File: src/rtl/decode_stage_pipe_pkg.sv
// Decode definitions shared by the ID/EX stage: opcodes, ALU codes,
// immediate formats, the control bundle and the main decoder.
package decode_pkg;

  localparam logic [6:0] OP_LW    = 7'b0000011;
  localparam logic [6:0] OP_SW    = 7'b0100011;
  localparam logic [6:0] OP_RTYPE = 7'b0110011;
  localparam logic [6:0] OP_IALU  = 7'b0010011;
  localparam logic [6:0] OP_BEQ   = 7'b1100011;

  localparam logic [2:0] ALU_ADD = 3'b000;
  localparam logic [2:0] ALU_SUB = 3'b001;
  localparam logic [2:0] ALU_AND = 3'b010;
  localparam logic [2:0] ALU_OR  = 3'b011;
  localparam logic [2:0] ALU_SLT = 3'b101;

  typedef enum logic [1:0] {
    IMM_I = 2'd0,
    IMM_S = 2'd1,
    IMM_B = 2'd2
  } imm_src_e;

  typedef struct packed {
    logic       reg_write;
    logic       alu_src;
    logic       mem_write;
    logic       result_src;
    logic       branch;
    imm_src_e   imm_src;
    logic [2:0] alu_control;
  } ctrl_t;

  // Only R-type, stores and branches consume rs2; others carry immediate bits there.
  function automatic logic uses_rs2(input logic [6:0] op);
    return (op == OP_RTYPE) || (op == OP_SW) || (op == OP_BEQ);
  endfunction

  // Main decoder; unknown opcodes fall out as an all-zero (nop) bundle.
  function automatic ctrl_t decode_ctrl(input logic [6:0] op,
                                        input logic [2:0] funct3,
                                        input logic [6:0] funct7);
    ctrl_t c;
    c = '{default: '0, imm_src: IMM_I};
    case (op)
      OP_LW:    begin c.reg_write = 1'b1; c.alu_src = 1'b1; c.result_src = 1'b1; end
      OP_SW:    begin c.mem_write = 1'b1; c.alu_src = 1'b1; c.imm_src = IMM_S; end
      OP_RTYPE: c.reg_write = 1'b1;
      OP_IALU:  begin c.reg_write = 1'b1; c.alu_src = 1'b1; end
      OP_BEQ:   begin c.branch = 1'b1; c.imm_src = IMM_B; c.alu_control = ALU_SUB; end
      default:  ;
    endcase
    if (op == OP_RTYPE || op == OP_IALU) begin
      case (funct3)
        3'b000:  c.alu_control = (op[5] && funct7[5]) ? ALU_SUB : ALU_ADD;
        3'b010:  c.alu_control = ALU_SLT;
        3'b110:  c.alu_control = ALU_OR;
        3'b111:  c.alu_control = ALU_AND;
        default: c.alu_control = ALU_ADD;
      endcase
    end
    return c;
  endfunction

endpackage

File: src/rtl/decode_stage_pipe_if.sv
// D-side inputs, write-back port, flush, and the E-stage outputs of the
// decode stage. master = surrounding pipeline, slave = decode stage.
interface decode_stage_pipe_if #(
  parameter int XLEN   = 32,
  parameter int REG_AW = 5
);
  logic              ValidD;
  logic [31:0]       InstrD;
  logic [XLEN-1:0]   PCD;
  logic [XLEN-1:0]   PCPlus4D;
  logic              RegWriteW;
  logic [REG_AW-1:0] RDW;
  logic [XLEN-1:0]   ResultW;
  logic              FlushE;

  logic              StallD;
  logic              ValidE;
  logic              RegWriteE;
  logic              ALUSrcE;
  logic              MemWriteE;
  logic              ResultSrcE;
  logic              BranchE;
  logic [2:0]        ALUControlE;
  logic [XLEN-1:0]   RD1_E;
  logic [XLEN-1:0]   RD2_E;
  logic [XLEN-1:0]   Imm_Ext_E;
  logic [XLEN-1:0]   PCE;
  logic [XLEN-1:0]   PCPlus4E;
  logic [REG_AW-1:0] Rs1E;
  logic [REG_AW-1:0] Rs2E;
  logic [REG_AW-1:0] RD_E;

  modport master (
    output ValidD, InstrD, PCD, PCPlus4D, RegWriteW, RDW, ResultW, FlushE,
    input  StallD, ValidE, RegWriteE, ALUSrcE, MemWriteE, ResultSrcE, BranchE,
           ALUControlE, RD1_E, RD2_E, Imm_Ext_E, PCE, PCPlus4E, Rs1E, Rs2E, RD_E
  );

  modport slave (
    input  ValidD, InstrD, PCD, PCPlus4D, RegWriteW, RDW, ResultW, FlushE,
    output StallD, ValidE, RegWriteE, ALUSrcE, MemWriteE, ResultSrcE, BranchE,
           ALUControlE, RD1_E, RD2_E, Imm_Ext_E, PCE, PCPlus4E, Rs1E, Rs2E, RD_E
  );
endinterface

File: src/rtl/decode_stage_pipe_regfile.sv
// Register file: two async read ports, one write port, x0 hard-wired to 0.
// Define DECODE_WB_BYPASS_EN for write-first reads (same-cycle W->D forwarding).
module regfile_wf #(
  parameter int XLEN   = 32,
  parameter int REG_AW = 5
) (
  input  logic              clk,
  input  logic              rst,
  input  logic [REG_AW-1:0] i_ra1,
  input  logic [REG_AW-1:0] i_ra2,
  output logic [XLEN-1:0]   o_rd1,
  output logic [XLEN-1:0]   o_rd2,
  input  logic              i_we,
  input  logic [REG_AW-1:0] i_wa,
  input  logic [XLEN-1:0]   i_wd
);
  localparam int NREG = 2 ** REG_AW;

  logic [XLEN-1:0] r_mem [NREG];
  logic            w_wr_en;
  logic [XLEN-1:0] w_rd1_raw;
  logic [XLEN-1:0] w_rd2_raw;

  assign w_wr_en = i_we && (i_wa != '0);

  // Commit write-back data; the whole array clears on reset.
  // NOTE: the array is reset because the core relies on every register reading 0 after reset; sequential state uses <= so all entries update together at the edge.
  always_ff @(posedge clk or posedge rst) begin
    if (rst) begin
      for (int i = 0; i < NREG; i++) r_mem[i] <= '0;
    end else if (w_wr_en) begin
      r_mem[i_wa] <= i_wd;
    end
  end

  assign w_rd1_raw = (i_ra1 == '0) ? '0 : r_mem[i_ra1];
  assign w_rd2_raw = (i_ra2 == '0) ? '0 : r_mem[i_ra2];

`ifdef DECODE_WB_BYPASS_EN
  assign o_rd1 = (w_wr_en && (i_wa == i_ra1)) ? i_wd : w_rd1_raw;
  assign o_rd2 = (w_wr_en && (i_wa == i_ra2)) ? i_wd : w_rd2_raw;
`else
  assign o_rd1 = w_rd1_raw;
  assign o_rd2 = w_rd2_raw;
`endif

endmodule

File: src/rtl/decode_stage_pipe.sv
// ID/EX stage: decodes D, reads the register file, detects load-use
// hazards and registers everything into E, bubbling on flush/stall/invalid.
// Optional macro DECODE_WB_BYPASS_EN selects write-first register reads.
module decode_stage_pipe
  import decode_pkg::*;
#(
  parameter int XLEN   = 32,
  parameter int REG_AW = 5
) (
  input logic                clk,
  input logic                rst,
  decode_stage_pipe_if.slave bus
);

  typedef struct packed {
    logic              valid;
    logic              reg_write;
    logic              alu_src;
    logic              mem_write;
    logic              result_src;
    logic              branch;
    logic [2:0]        alu_control;
    logic [XLEN-1:0]   rd1;
    logic [XLEN-1:0]   rd2;
    logic [XLEN-1:0]   imm;
    logic [XLEN-1:0]   pc;
    logic [XLEN-1:0]   pc_plus4;
    logic [REG_AW-1:0] rs1;
    logic [REG_AW-1:0] rs2;
    logic [REG_AW-1:0] rd;
  } e_reg_t;

  logic [31:0]       w_instr;
  logic [REG_AW-1:0] w_rs1;
  logic [REG_AW-1:0] w_rs2;
  logic [REG_AW-1:0] w_rd;
  ctrl_t             w_ctrl;
  logic [XLEN-1:0]   w_imm;
  logic [XLEN-1:0]   w_rd1;
  logic [XLEN-1:0]   w_rd2;
  logic              w_stall;
  logic              w_bubble;
  e_reg_t            r_e;

  assign w_instr = bus.InstrD;
  assign w_rs1   = REG_AW'(w_instr[19:15]);
  assign w_rs2   = REG_AW'(w_instr[24:20]);
  assign w_rd    = REG_AW'(w_instr[11:7]);
  assign w_ctrl  = decode_ctrl(w_instr[6:0], w_instr[14:12], w_instr[31:25]);

  // Immediate extraction, sign-extended to XLEN from bit 31.
  // NOTE: the default assignment up front keeps this block free of latches for any imm_src value.
  always_comb begin
    w_imm = '0;
    case (w_ctrl.imm_src)
      IMM_I:   w_imm = {{(XLEN-12){w_instr[31]}}, w_instr[31:20]};
      IMM_S:   w_imm = {{(XLEN-12){w_instr[31]}}, w_instr[31:25], w_instr[11:7]};
      IMM_B:   w_imm = {{(XLEN-13){w_instr[31]}}, w_instr[31], w_instr[7],
                        w_instr[30:25], w_instr[11:8], 1'b0};
      default: w_imm = '0;
    endcase
  end

  regfile_wf #(.XLEN(XLEN), .REG_AW(REG_AW)) u_regfile (
    .clk   (clk),
    .rst   (rst),
    .i_ra1 (w_rs1),
    .i_ra2 (w_rs2),
    .o_rd1 (w_rd1),
    .o_rd2 (w_rd2),
    .i_we  (bus.RegWriteW),
    .i_wa  (bus.RDW),
    .i_wd  (bus.ResultW)
  );

  // A load in E whose destination a D source needs: hold F/D for one slot.
  assign w_stall = bus.ValidD && r_e.valid && r_e.result_src && (r_e.rd != '0) &&
                   ((r_e.rd == w_rs1) || (uses_rs2(w_instr[6:0]) && (r_e.rd == w_rs2)));
  assign w_bubble = bus.FlushE || w_stall || !bus.ValidD;

  // E pipeline register: clear on reset or bubble, else capture decoded fields.
  always_ff @(posedge clk or posedge rst) begin
    if (rst) begin
      r_e <= '0;
    end else if (w_bubble) begin
      r_e <= '0;
    end else begin
      r_e.valid       <= 1'b1;
      r_e.reg_write   <= w_ctrl.reg_write;
      r_e.alu_src     <= w_ctrl.alu_src;
      r_e.mem_write   <= w_ctrl.mem_write;
      r_e.result_src  <= w_ctrl.result_src;
      r_e.branch      <= w_ctrl.branch;
      r_e.alu_control <= w_ctrl.alu_control;
      r_e.rd1         <= w_rd1;
      r_e.rd2         <= w_rd2;
      r_e.imm         <= w_imm;
      r_e.pc          <= bus.PCD;
      r_e.pc_plus4    <= bus.PCPlus4D;
      r_e.rs1         <= w_rs1;
      r_e.rs2         <= w_rs2;
      r_e.rd          <= w_rd;
    end
  end

  assign bus.StallD      = w_stall;
  assign bus.ValidE      = r_e.valid;
  assign bus.RegWriteE   = r_e.reg_write;
  assign bus.ALUSrcE     = r_e.alu_src;
  assign bus.MemWriteE   = r_e.mem_write;
  assign bus.ResultSrcE  = r_e.result_src;
  assign bus.BranchE     = r_e.branch;
  assign bus.ALUControlE = r_e.alu_control;
  assign bus.RD1_E       = r_e.rd1;
  assign bus.RD2_E       = r_e.rd2;
  assign bus.Imm_Ext_E   = r_e.imm;
  assign bus.PCE         = r_e.pc;
  assign bus.PCPlus4E    = r_e.pc_plus4;
  assign bus.Rs1E        = r_e.rs1;
  assign bus.Rs2E        = r_e.rs2;
  assign bus.RD_E        = r_e.rd;

endmodule

File: src/flat_wrapper.sv
// flat-port wrapper written by rule: the top's interface ports become plain ports
module decode_stage_pipe_flat import decode_pkg::*;
#(
  parameter int XLEN   = 32,
  parameter int REG_AW = 5
)
  (clk, rst, bus_ValidD, bus_InstrD, bus_PCD, bus_PCPlus4D, bus_RegWriteW, bus_RDW, bus_ResultW, bus_FlushE, bus_StallD, bus_ValidE, bus_RegWriteE, bus_ALUSrcE, bus_MemWriteE, bus_ResultSrcE, bus_BranchE, bus_ALUControlE, bus_RD1_E, bus_RD2_E, bus_Imm_Ext_E, bus_PCE, bus_PCPlus4E, bus_Rs1E, bus_Rs2E, bus_RD_E);
  decode_stage_pipe_if #(.XLEN(XLEN), .REG_AW(REG_AW)) bus_i ();
  input logic clk;
  input logic rst;
  input wire logic [$bits(bus_i.ValidD)-1:0] bus_ValidD;
  input wire logic [$bits(bus_i.InstrD)-1:0] bus_InstrD;
  input wire logic [$bits(bus_i.PCD)-1:0] bus_PCD;
  input wire logic [$bits(bus_i.PCPlus4D)-1:0] bus_PCPlus4D;
  input wire logic [$bits(bus_i.RegWriteW)-1:0] bus_RegWriteW;
  input wire logic [$bits(bus_i.RDW)-1:0] bus_RDW;
  input wire logic [$bits(bus_i.ResultW)-1:0] bus_ResultW;
  input wire logic [$bits(bus_i.FlushE)-1:0] bus_FlushE;
  output wire logic [$bits(bus_i.StallD)-1:0] bus_StallD;
  output wire logic [$bits(bus_i.ValidE)-1:0] bus_ValidE;
  output wire logic [$bits(bus_i.RegWriteE)-1:0] bus_RegWriteE;
  output wire logic [$bits(bus_i.ALUSrcE)-1:0] bus_ALUSrcE;
  output wire logic [$bits(bus_i.MemWriteE)-1:0] bus_MemWriteE;
  output wire logic [$bits(bus_i.ResultSrcE)-1:0] bus_ResultSrcE;
  output wire logic [$bits(bus_i.BranchE)-1:0] bus_BranchE;
  output wire logic [$bits(bus_i.ALUControlE)-1:0] bus_ALUControlE;
  output wire logic [$bits(bus_i.RD1_E)-1:0] bus_RD1_E;
  output wire logic [$bits(bus_i.RD2_E)-1:0] bus_RD2_E;
  output wire logic [$bits(bus_i.Imm_Ext_E)-1:0] bus_Imm_Ext_E;
  output wire logic [$bits(bus_i.PCE)-1:0] bus_PCE;
  output wire logic [$bits(bus_i.PCPlus4E)-1:0] bus_PCPlus4E;
  output wire logic [$bits(bus_i.Rs1E)-1:0] bus_Rs1E;
  output wire logic [$bits(bus_i.Rs2E)-1:0] bus_Rs2E;
  output wire logic [$bits(bus_i.RD_E)-1:0] bus_RD_E;
  assign bus_i.ValidD = bus_ValidD;
  assign bus_i.InstrD = bus_InstrD;
  assign bus_i.PCD = bus_PCD;
  assign bus_i.PCPlus4D = bus_PCPlus4D;
  assign bus_i.RegWriteW = bus_RegWriteW;
  assign bus_i.RDW = bus_RDW;
  assign bus_i.ResultW = bus_ResultW;
  assign bus_i.FlushE = bus_FlushE;
  assign bus_StallD = bus_i.StallD;
  assign bus_ValidE = bus_i.ValidE;
  assign bus_RegWriteE = bus_i.RegWriteE;
  assign bus_ALUSrcE = bus_i.ALUSrcE;
  assign bus_MemWriteE = bus_i.MemWriteE;
  assign bus_ResultSrcE = bus_i.ResultSrcE;
  assign bus_BranchE = bus_i.BranchE;
  assign bus_ALUControlE = bus_i.ALUControlE;
  assign bus_RD1_E = bus_i.RD1_E;
  assign bus_RD2_E = bus_i.RD2_E;
  assign bus_Imm_Ext_E = bus_i.Imm_Ext_E;
  assign bus_PCE = bus_i.PCE;
  assign bus_PCPlus4E = bus_i.PCPlus4E;
  assign bus_Rs1E = bus_i.Rs1E;
  assign bus_Rs2E = bus_i.Rs2E;
  assign bus_RD_E = bus_i.RD_E;
  decode_stage_pipe #(.XLEN(XLEN), .REG_AW(REG_AW)) u_core (.clk(clk), .rst(rst), .bus(bus_i));
endmodule
File: config.mk
export PLATFORM = sky130hd
export DESIGN_NAME = decode_stage_pipe_flat
export DESIGN_NICKNAME = d
export VERILOG_FILES = /design/src/rtl/decode_stage_pipe_pkg.sv /design/src/rtl/decode_stage_pipe_if.sv /design/src/rtl/decode_stage_pipe_regfile.sv /design/src/rtl/decode_stage_pipe.sv /design/src/flat_wrapper.sv
export SDC_FILE = /design/constraint.sdc
export NUM_CORES = 2
export LEC_CHECK = 0
export CAP_MARGIN = 40
export CORE_MARGIN = 3
export CORE_UTILIZATION = 52
export DETAILED_ROUTE_END_ITERATION = 16
export GPL_TIMING_DRIVEN = 0
export PLACE_DENSITY = 0.75
export SLEW_MARGIN = 20
export SYNTH_ARGS = -nofsm -noshare
export SYNTH_HDL_FRONTEND = slang
export SYNTH_SLANG_ARGS = --single-unit
File: constraint.sdc
create_clock -name clk -period 52.7 [get_ports clk]
set_input_delay 13.175 -clock clk [delete_from_list [all_inputs] [get_ports clk]]
set_output_delay 13.175 -clock clk [all_outputs]
set_load 0.05 [all_outputs]
-- After elaboration in Yosys (flattened, before gate mapping)
Cells that the tools add are included.
- ROM bits: 0
- word-level logic and storage cells: 112
- memories kept: 0
- RAM bits: 0
- output and inout port bits: 185
- bits in latches: 0
- bits in registers: 1208
- input bits: 138
- divide/modulo/power cells: 0
- add/subtract/negate cells: 0
- shift-type cells: 0
- bitwise operators: 3
- multiplexer cells: 23
- equality and inequality tests: 12
- $lt $le $gt $ge: 4
- reduce and logical (&&, ||, !) cells: 23
- multiply operators: 0
- operators by type and width (cell ; number):
    bitwise mux 1024 bit ; 1
    binary-select mux 32 bit (select 5 bit) ; 2
    2-to-1 mux 32 bit ; 7
    2-to-1 mux 184 bit ; 1
    demux 32 bit (select 5 bit) ; 1
    case mux 32 bit (3 select lines) ; 1
    >= comparator 6 bit (second input constant) ; 3
    inverter 5 -> 6 bit ; 3
    == test 7 x 6 -> 1 bit (second input constant) ; 2
    case mux 3 bit (4 select lines) ; 1
    == test 5 bit ; 2
    zero test 5 bit ; 2
    nonzero test 5 bit ; 2
    logical AND 1 bit ; 8
    == test 7 x 2 -> 1 bit (second input constant) ; 1
    == test 7 x 5 -> 1 bit (second input constant) ; 1
    == test 7 bit (second input constant) ; 1
    2-to-1 mux 1 bit ; 7
    == test 3 bit (second input constant) ; 2
    logical OR 1 bit ; 6
    less-than comparator 6 x 1 -> 1 bit (second input constant) ; 1
    OR reduction 3 bit ; 2
    case mux 2 bit (2 select lines) ; 1
    == test 3 x 2 -> 1 bit (second input constant) ; 1
    other kinds (6) ; 6

-- Logic depth before layout (Yosys ltp)
- word-level depth: 9
- mapped depth: 9
- mapped depth without buffers: 6

-- By module
A second synthesis with hierarchy kept.
- cell total of the unflattened synthesis: 4042
- area, all modules: 61066.1 µm²
- modules (own cells, without submodules) (module ; instances ; cells each ; area each (µm²)):
    regfile_wf ; 1 ; 3614 ; 55147.9
    decode_stage_pipe ; 1 ; 428 ; 5918.2

-- Worst setup path before layout
No wires, ideal clock.
- path kind: in2out
- start point: input bus_InstrD[17]
- end point: output bus_StallD
- setup slack: 25.110 ns
- arrival time: 14.415 ns
- required time: 39.525 ns
- stages on the path: 5
- path buffers: 1
- cell sequence: buf_2 xor2_1 nor3_1 a2bb2oi_1 nor2_1
- longest elaborated chain between the ends: 3
- RTL lines (what ; line ; RTL):
    from (decl) ; flat_wrapper.sv:12 ; input wire logic [$bits(bus_i.InstrD)-1:0] bus_InstrD;
    == test 5 bit ; decode_stage_pipe.sv:78 ; ((r_e.rd == w_rs1) || (uses_rs2(w_instr[6:0]) && (r_e.rd == w_rs2)));
    logical OR 1 bit ; decode_stage_pipe.sv:78 ;
    logical AND 1 bit ; decode_stage_pipe.sv:77 ; assign w_stall = bus.ValidD && r_e.valid && r_e.result_src && (r_e.rd != '0) &&
    to (decl) ; flat_wrapper.sv:19 ; output wire logic [$bits(bus_i.StallD)-1:0] bus_StallD;
No other way between the ends.

-- Worst setup path after layout
- start point: input bus_InstrD[23]
- end point: output bus_StallD
- longest elaborated chain between the ends: 4
- RTL lines (what ; line):
    == test 5 bit ; decode_stage_pipe.sv:78
    logical AND 1 bit ; decode_stage_pipe.sv:78
    logical OR 1 bit ; decode_stage_pipe.sv:78
    logical AND 1 bit ; decode_stage_pipe.sv:77
No other way between the ends.

==> impl_metrics.csv <==
group,metric,value,unit
worst_setup_path,path_max_fanout,5,
run_status,outcome,"completed",
synthesis,synth_cells,4421,
cells_and_area,stdcell_area,71300,µm²
floorplan,io_pins,323,
drt,wl_per_cell,32.0,µm
synthesis,ys_warn_count,0,
clocking,cts_hold_buf,0,
synthesis,synthFlopType,"dfrtp_1",
drt,wl_met1,77.6,mm
timing,skew,0.0279,ns
worst_setup_path,critPathMostFrequentCell,"clkdlybuf4s50_1",
synthesis,ys_async_sr_fraction,100,%
drt,wl,210,mm
floorplan,start_util,52.7,%
global_routing,grt_max_degree,107,
synthesis,synth-seq-area-share,49.0,%
power_and_ir_drop,irDropWorstVdd,0.0363,mV
placed_design,port_buffers,315,
global_routing,grtUsageTotal,34.4,%
worst_setup_path,path_buf_inv,2,
worst_setup_path,end_kind,"primary output",
timing,finalHoldViolations,0,
cells_and_area,final_cell_mix,"1189 x dfrtp_1, 992 x mux2_2, 517 x mux2i_1",
floorplan,coreArea,115000,µm²
floorplan,rows,124,
drt,antenna_left,0,
synthesis,netlist_area,60700,µm²
timing,fin_crit_sh,55.1,%
timing,setup_viol,0,
global_routing,antenna_found_initial,23,
drt,drc_errors,0,
clocking,postCtsSetupBuffers,0,
drt,initialDrtViolationCount,5361,
cells_and_area,utilization,62.0,%
job,drv_cap,0,
clocking,clock_path_buffers,3,
clocking,clk_latency,0.76,ns
synthesis,synth_cell_type_count,47,
drt,via_per_inst,6.78,
global_routing,grt_pass1_vias,45532,
placed_design,place_ws,23.78,ns
clocking,numCtsBuffers,132,
clocking,ctsHtreeMaxLevel,4,
clocking,cts_resized,0,
synthesis,synth_top_area_share,49.0,%
worst_setup_path,crit_chain,"clkdlybuf4s50_1, xnor2_1, nand4_1, a2bb2oi_1, nor2_1, clkdlybuf4s50_1",
placed_design,gp_congestion,0.951,
synthesis,ys_ff_latch,1189,
drt,dr_wl_met2,92.7,mm
timing,fmax,0.0344,GHz
clocking,cts_root_buffer,"clkbuf_16",
placed_design,hpwl,154,mm
worst_setup_path,critPathLaunchType,"input pin",
placed_design,place_area,66700,µm²
drt,drtPass1Iterations,8,
cells_and_area,final_nets,5082,
timing,setup_ws,23.64,ns
clocking,cts_sinks,1189,
floorplan,die_area,121000,µm²
cells_and_area,syn2layout_area_growth,17.5,%
timing,timing.slew.headroom,31.9,%
timing,drv_slew,0,
worst_hold_path,hold_path_class,"reg2reg",
worst_setup_path,slowest_delay,0.89,ns
synthesis,synth-edff-count,0,
power_and_ir_drop,total_power,2.66,mW
clocking,tritoncts,"built",
synthesis,yosysTopAreaCell,"dfrtp_1",
worst_setup_path,cp_slowest_cell,"clkdlybuf4s50_1",
timing,rsz0062_at_grt,"false",
clocking,path_clk_slew,0.06,ns
drt,routed-wl-met3,27.9,mm
cells_and_area,drive_gt1_share,34.5,%
worst_setup_path,required,39.52,ns
global_routing,grt_first_pass_wirelength,305,mm
power_and_ir_drop,power_density,37.3,nW/µm²
worst_setup_path,arrival,15.88,ns
global_routing,grt-ovfl-total,0,
cells_and_area,layout_commonest_cell,"dfrtp_1",
synthesis,synthesis.nets,4559,
worst_setup_path,critical_path_class,"in2out",
synthesis,syn_area_per_cell,13.7,µm²
drt,vias,44557,
timing,timing.final.crit_period,29.06,ns
worst_setup_path,path_delay_family,"buffers and inverters",
synthesis,synth_area_leaders,"dfrtp_1 49%, mux2_2 18%, mux4_2 9.5%",
timing,tightestPinTransition,1.02,ns
drt,maxUsedRoutingLayer,"met5",
floorplan,die-width,348,µm
floorplan,die_h,348,µm
power_and_ir_drop,p_leak,31.8,nW
-- cell type report --
cell class | count | area [µm²]
fill | 8712 | 43800
timing repair buffer | 389 | 4230
buffer | 500 | 2470
sequential | 1189 | 29800
antenna | 10 | 25.0
clock inverter | 41 | 539
tap | 1512 | 1890
multi-input combinational | 2726 | 28500
clock buffer | 196 | 3930
inverter | 6 | 30.0
-- synth_stat cells, types with 5 or more instances --
cell,n
dfrtp_1,1189
mux2_2,992
mux2i_1,517
a221oi_1,256
mux4_2,256
clkbuf_1,247
o21ai_0,128
buf_2,98
nor2_1,95
and2_1,86
nand3_1,68
nor3_1,67
a21oi_1,65
buf_4,65
a22oi_1,64
and4b_1,64
buf_1,54
buf_6,27
nand2_1,18
clkbuf_2,7
nor2b_1,7
inv_1,5
xnor2_1,5
xor2_1,5
-- worst register-to-register path, cell delays in order (launching register included) --
cell and delay [ns]:
dfrtp_1 0.47, or4_1 0.57, o2111ai_2 0.22, o21ai_2 0.14, inv_2 0.29, buf_6 0.29, buf_6 0.21, and4b_1 0.47
-- metrics by stage --
step           setup TNS (ns)  hold WS, ns  cells
2_1_floorplan               0        0.441   4421
3_3_place_gp         -8520.30        0.454   6248
3_5_place_dp                0        0.467   6312
4_1_cts                     0        0.484   6549
5_1_grt                     0        0.502   6559
6_report                    0        0.483   6569
-- logic make-up (layout without fill, tap and decap cells) --
| logic type | after synthesis | in the layout | synth area share, % |
|---|---|---|---|
| buf+inv | 506 | 1132 | 4.09 |
| flops | 1189 | 1189 | 49.0 |
| compound gates | 520 | 520 | 6.18 |
| simple gates | 431 | 431 | 4.16 |
| xor+xnor | 10 | 10 | 0.144 |
| other cells | 0 | 10 | 0 |
| mux | 1765 | 1765 | 36.4 |
-- sequential cells by signal (all words and copies together) (netlist names) --
| signal | count |
|---|---|
| u_core.bus.RD1_E | 32 |
| u_core.bus.MemWriteE | 1 |
| u_core.u_regfile.r_mem | 1024 |
| u_core.bus.Imm_Ext_E | 13 |
| u_core.bus.RD_E | 5 |
| u_core.bus.RegWriteE | 1 |
| u_core.bus.ResultSrcE | 1 |
| u_core.bus.ALUControlE | 3 |
| u_core.bus.Rs2E | 5 |
| u_core.bus.Rs1E | 5 |
| u_core.bus.RD2_E | 32 |
| u_core.bus.PCE | 32 |
| u_core.bus.PCPlus4E | 32 |
| u_core.bus.ALUSrcE | 1 |
| u_core.bus.ValidE | 1 |
| u_core.bus.BranchE | 1 |
-- path summary, 6_finish.rpt --
kind / depth (start not counted) / slack, ns / to / start
hold / removal: 1 / 0.48 / u_core.u_regfile.r_mem[1013]$_DFFE_PP0P_ / u_core.u_regfile.r_mem[1013]$_DFFE_PP0P_
max in group asynchronous: 6 / 37.49 / u_core.u_regfile.r_mem[149]$_DFFE_PP0P_ / rst
hold reg to reg: 1 / 0.48 / u_core.u_regfile.r_mem[1013]$_DFFE_PP0P_ / u_core.u_regfile.r_mem[1013]$_DFFE_PP0P_
setup reg to reg: 7 / 49.93 / u_core.bus.RD1_E[30]$_DFF_PP0_ / u_core.bus.RD_E[1]$_DFF_PP0_
setup / recovery: 6 / 23.64 / bus_StallD / bus_InstrD[23]
min in group asynchronous: 2 / 12.87 / u_core.bus.ValidE$_DFF_PP0_ / rst
-- power breakdown --
part / internal (mW) / total, mW / switching [mW]
combinational: 0.271 / 0.525 / 0.255
clock: 0.563 / 0.955 / 0.393
sequential: 1.07 / 1.18 / 0.115
total: 1.90 / 2.66 / 0.763
-- metal layers --
| metal | global-route usage (%) | vias to the layer above |
|---|---|---|
| li1 | - | 17858 |
| met1 | 42.8 | 22929 |
| met2 | 51.9 | 2965 |
| met3 | 14.4 | 795 |
| met4 | 17.3 | 10 |
| met5 | 0 | - |
Power figures use the tool's default switching activity.
